<file path="src/rtl/data_cache.sv">
// Direct-mapped write-back/write-allocate data cache between the CPU data port and data_memory.
// Latency: hits are zero-wait (combinational); a clean miss stalls N+3 cycles and a dirty miss 2N+5.
// Backpressure: o_busywait stalls the CPU; the i_mem_busywait handshake paces the block transfers.
module data_cache #(
  parameter int INDEX_W  = 3,
  parameter int OFFSET_W = 2,
  parameter int TAG_W    = 3
) (
  input  logic                        i_clk,
  input  logic                        i_reset,
  input  logic                        i_read,
  input  logic                        i_write,
  input  logic [7:0]                  i_address,
  input  logic [7:0]                  i_writedata,
  output logic [7:0]                  o_readdata,
  output logic                        o_busywait,
  output logic                        o_mem_read,
  output logic                        o_mem_write,
  output logic [TAG_W+INDEX_W-1:0]    o_mem_address,
  output logic [(8<<OFFSET_W)-1:0]    o_mem_writedata,
  input  logic [(8<<OFFSET_W)-1:0]    i_mem_readdata,
  input  logic                        i_mem_busywait
);

  localparam int NBLK  = 1 << INDEX_W;
  localparam int BLK_W = 8 << OFFSET_W;

  localparam logic [1:0] S_IDLE   = 2'd0;
  localparam logic [1:0] S_WBACK  = 2'd1;
  localparam logic [1:0] S_FETCH  = 2'd2;
  localparam logic [1:0] S_UPDATE = 2'd3;

  logic [BLK_W-1:0] r_data [NBLK];
  logic [TAG_W-1:0] r_tag  [NBLK];
  logic [NBLK-1:0]  r_valid;
  logic [NBLK-1:0]  r_dirty;
  logic [1:0]       r_state;
  logic             r_mem_seen;
  logic [BLK_W-1:0] r_block;

  logic [INDEX_W-1:0]  w_idx;
  logic [TAG_W-1:0]    w_tag;
  logic [OFFSET_W+2:0] w_bsel;
  logic                w_hit;
  logic                w_req;
  logic                w_idle;
  logic                w_mem_done;

  assign w_idx      = i_address[OFFSET_W +: INDEX_W];
  assign w_tag      = i_address[OFFSET_W+INDEX_W +: TAG_W];
  assign w_bsel     = {i_address[OFFSET_W-1:0], 3'b000};
  assign w_hit      = r_valid[w_idx] & (r_tag[w_idx] == w_tag);
  assign w_req      = i_read | i_write;
  assign w_idle     = (r_state == S_IDLE);
  // A transfer is complete once memory has been seen busy and has since dropped busy.
  assign w_mem_done = r_mem_seen & ~i_mem_busywait;

  assign o_busywait = w_req & ~(w_idle & w_hit);
  assign o_readdata = (i_read & w_hit & w_idle) ? r_data[w_idx][w_bsel +: 8] : 8'h00;

  // Memory-side request signals are decoded purely from the FSM state.
  always_comb begin
    o_mem_read      = 1'b0;
    o_mem_write     = 1'b0;
    o_mem_address   = '0;
    o_mem_writedata = '0;
    case (r_state)
      S_WBACK: begin
        o_mem_write     = 1'b1;
        o_mem_address   = {r_tag[w_idx], w_idx};
        o_mem_writedata = r_data[w_idx];
      end
      S_FETCH: begin
        o_mem_read    = 1'b1;
        o_mem_address = {w_tag, w_idx};
      end
      default: ;
    endcase
  end

  // Miss FSM plus valid/dirty bookkeeping; reset drops any in-flight transfer.
  always_ff @(posedge i_clk) begin
    if (i_reset) begin
      r_state    <= S_IDLE;
      r_mem_seen <= 1'b0;
      r_valid    <= '0;
      r_dirty    <= '0;
    end else begin
      case (r_state)
        S_IDLE: begin
          if (w_req & ~w_hit) begin
            r_state    <= (r_valid[w_idx] & r_dirty[w_idx]) ? S_WBACK : S_FETCH;
            r_mem_seen <= 1'b0;
          end else if (i_write & w_hit) begin
            r_dirty[w_idx] <= 1'b1;
          end
        end
        S_WBACK: begin
          if (w_mem_done) begin
            r_state    <= S_FETCH;
            r_mem_seen <= 1'b0;
          end else if (i_mem_busywait) begin
            r_mem_seen <= 1'b1;
          end
        end
        S_FETCH: begin
          if (w_mem_done) begin
            r_state    <= S_UPDATE;
            r_mem_seen <= 1'b0;
          end else if (i_mem_busywait) begin
            r_mem_seen <= 1'b1;
          end
        end
        S_UPDATE: begin
          r_valid[w_idx] <= 1'b1;
          r_dirty[w_idx] <= 1'b0;
          r_state        <= S_IDLE;
          r_mem_seen     <= 1'b0;
        end
        default: r_state <= S_IDLE;
      endcase
    end
  end

  // Data/tag storage: byte writes on hit, block capture on fetch, refill on update (never cleared).
  always_ff @(posedge i_clk) begin
    if (!i_reset) begin
      if (w_idle && i_write && w_hit) begin
        r_data[w_idx][w_bsel +: 8] <= i_writedata;
      end
      if ((r_state == S_FETCH) && w_mem_done) begin
        r_block <= i_mem_readdata;
      end
      if (r_state == S_UPDATE) begin
        r_data[w_idx] <= r_block;
        r_tag[w_idx]  <= w_tag;
      end
    end
  end

endmodule
</file>
<file path="config.mk">
export PLATFORM = sky130hd
export DESIGN_NAME = data_cache
export DESIGN_NICKNAME = d
export VERILOG_FILES = /design/src/rtl/data_cache.sv
export SDC_FILE = /design/constraint.sdc
export NUM_CORES = 1
export LEC_CHECK = 0
export CAP_MARGIN = 20
export CORE_ASPECT_RATIO = 0.9
export CORE_MARGIN = 10
export CORE_UTILIZATION = 35
export DETAILED_ROUTE_END_ITERATION = 16
export GPL_TIMING_DRIVEN = 1
export HOLD_SLACK_MARGIN = 0.15
export SLEW_MARGIN = 25
export SYNTH_ARGS = -nofsm -noshare
export SYNTH_HDL_FRONTEND = slang
export SYNTH_SLANG_ARGS = --single-unit
</file>
<file path="constraint.sdc">
create_clock -name i_clk -period 4.82 [get_ports i_clk]
set_input_delay 0.723 -clock i_clk [delete_from_list [all_inputs] [get_ports i_clk]]
set_output_delay 0.723 -clock i_clk [all_outputs]
set_load 0.02 [all_outputs]
</file>
==> out/metrics.yaml <==
hold_path:
  holdCritPathClass: "register to register"
clocking:
  cts_tree: "yes"
  numClockSinks: 331
  path_clk_slew_ns: 0.06
  post-cts-setup-buffer-count: 0
  clockBufferDepth: 3
  clk_latency_ns: 0.53
  cts_hold_buffers: 0
  htree_num_levels: 2
  clockRootBuffer: "clkbuf_16"
  numCtsBuffers: 35
  cts-resized-gates: 0
grt:
  track_usage: 0.169
  grt_max_degree: 33
  grt_pass1_wl_um: 60900
  antenna_found_initial: 2
  grt_pass1_vias: 8980
  overflow: 0
timing:
  min_period_ns: 4.60
  rsz0062_at_grt: "no"
  fmax_mhz: 217
  max_slew.worst_pin.slew_ns: 0.823
  setup_slack_ns: 0.215
  setup_violations: 0
  relSlewSlack: 0.450
  fin_worst_skew_ns: 0.0261
  report.final.slew_viol_count: 0
  hold_viol: 0
  fin_setup_tns_ns: 0
  min_period_over_period: 0.955
setup_path:
  cp-end-kind: "primary output"
  worst_path_largest_cell_delay_ns: 0.74
  crit_slowest_cell: "nor2b_1"
  crit_type: "input pin to primary output"
  path_delay_family: "buffers and inverters"
  worst-path-buf-inv: 2
  worst-path-max-fanout: 23
  crit_arrival_ns: 3.88
  required_ns: 4.10
  crit_chain: "buf_2, nor2b_1, a22oi_1, o22ai_1, mux4_2, and2_1, clkdlybuf4s50_1"
  startpoint_type: "input pin"
routing:
  drc: 0
  drt_wl_total_um: 41500
  drt-initial-drc-count: 901
  num_vias: 8859
  drtPass1Iterations: 5
  ant_nets: 0
  wl_per_cell_um: 25.9
  via_per_inst: 5.52
place:
  routabilityCongestion: 0.900
  dp_worst_setup_slack_ns: 0.359
  port_buffers: 101
  hpwlAfterDp_um: 29500
synth:
  avgSynthCellArea_um2: 15.8
  synth-warning-count: 0
  seq_area_frac_synth: 0.701
  synth_top_area_frac: 0.674
  synth_ff_type: "edfxtp_1"
  synthTopCellsByCount: "312 x edfxtp_1, 74 x nor2_1, 41 x mux2i_1, 40 x a221oi_1, 37 x a22o_1"
  synth_top_area_cell: "edfxtp_1"
  syn_inst: 879
  synth.most_common_cell: "edfxtp_1"
  synthTopCellsByArea: "edfxtp_1 67%, mux4_2 3.7%, mux2i_1 3.0%"
  synth-async-reset-ratio: 0
  synth_edf_count: 312
  ys_types: 54
  synth_fp_nets: 941
  ys_ff_latch: 331
  synth_area_um2: 13900
power_and_ir_drop:
  powerDensity_nw_per_um2: 375
  p_leak_nw: 5.76
  irDropWorstVdd_uv: 241
finish:
  antenna_cells: 0
  area_growth_pct: 22.3
  fillCellCount: 3578
  drive_gt1_frac: 0.188
  nNetsFinal: 1108
outcome:
  status: "finished, final reports clean"
die:
  coreArea_um2: 39400
  die_area_um2: 48100
  fp.dieH_um: 209
  boundaryPins: 102
  die_w_um: 230
  rows: 69
  start_util: 0.353
flow_run:
  drv_cap: 0
-- metrics by stage --
stage	power [mW]	hold WS [ns]	util	instance area, um^2	std cells
final	6.38	0.472	0.432	17000	1605
after global routing	6.58	0.493	0.432	17000	1605
after CTS	6.41	0.476	0.432	17000	1605
after detailed placement	3.93	0.464	0.405	16000	1541
after global placement	3.92	0.456	0.405	16000	1541
after floorplan	3.62	0.446	-	13900	879
-- state kept, by name (all words and copies together) (netlist names), named ones only --
name	flops
r_data	256
r_mem_seen	1
r_valid	8
r_tag	24
r_block	32
r_state	2
-- logic make-up after synthesis --
kind of cell               Yosys count  synth area share
buffers and inverters               77            0.0273
AOI/OAI and AO/OA                  195             0.112
DFF                                331             0.701
and+or+nand+nor                    174            0.0613
muxes                               93            0.0902
adders and majority gates            9           0.00810
-- path summary, 6_finish.rpt --
kind	slack, ns	startpoint	cells past startpoint	to
setup / recovery	0.22	i_address[4]	7	o_readdata[4]
hold / removal	0.47	register	2	register
setup reg to reg	2.12	r_tag[3][1]	8	r_data[4][11]
hold reg to reg	0.47	register	2	register
-- area by class of cell --
| cell class | instances | area, um^2 | area share |
|---|---|---|---|
| clock inverters | 17 | 106 | 0.00625 |
| clock buffers | 47 | 952 | 0.0559 |
| well taps | 532 | 666 | 0.0391 |
| repair buffers | 187 | 1670 | 0.0979 |
| flip-flops and latches | 331 | 9750 | 0.573 |
| multi-input cells | 471 | 3800 | 0.223 |
| inverters | 20 | 75.1 | 0.00441 |
-- where the power goes --
| part | leakage (nW) | total, mW | switching [mW] | internal (mW) |
|---|---|---|---|---|
| combinational | 2.13 | 0.696 | 0.420 | 0.276 |
| sequential | 3.12 | 3.18 | 0.0117 | 3.17 |
| clock | 0.506 | 2.51 | 1.11 | 1.40 |
| total | 5.76 | 6.38 | 1.54 | 4.84 |
-- tightest hold or removal path, stage by stage, from the launching register on --
cell	delay (ns)
dfxtp_1	0.31
nand2b_1	0.06
mux2i_1	0.05
-- placed cells by master (no fill, tap or decap), types with 10 or more instances in the layout --
master / instances
nor2_1: 74
o22ai_1: 36
clkbuf_16: 36
dfxtp_1: 19
clkdlybuf4s50_1: 98
mux2i_1: 41
clkbuf_1: 10
nand2b_1: 16
buf_4: 84
a22o_1: 37
o21ai_0: 10
mux4_2: 23
nand2_1: 24
and2_1: 33
edfxtp_1: 312
mux2_2: 28
inv_1: 19
o211ai_1: 10
a22oi_1: 24
a221oi_1: 40
-- layer usage --
| layer | global-route usage | share of wire |
|---|---|---|
| met4 | 0.0399 | 0.018 |
| met3 | 0.0524 | 0.11 |
| met5 | 0 | 0.00029 |
| met1 | 0.243 | 0.45 |
| met2 | 0.244 | 0.42 |
(Power assumes the default switching activity.)
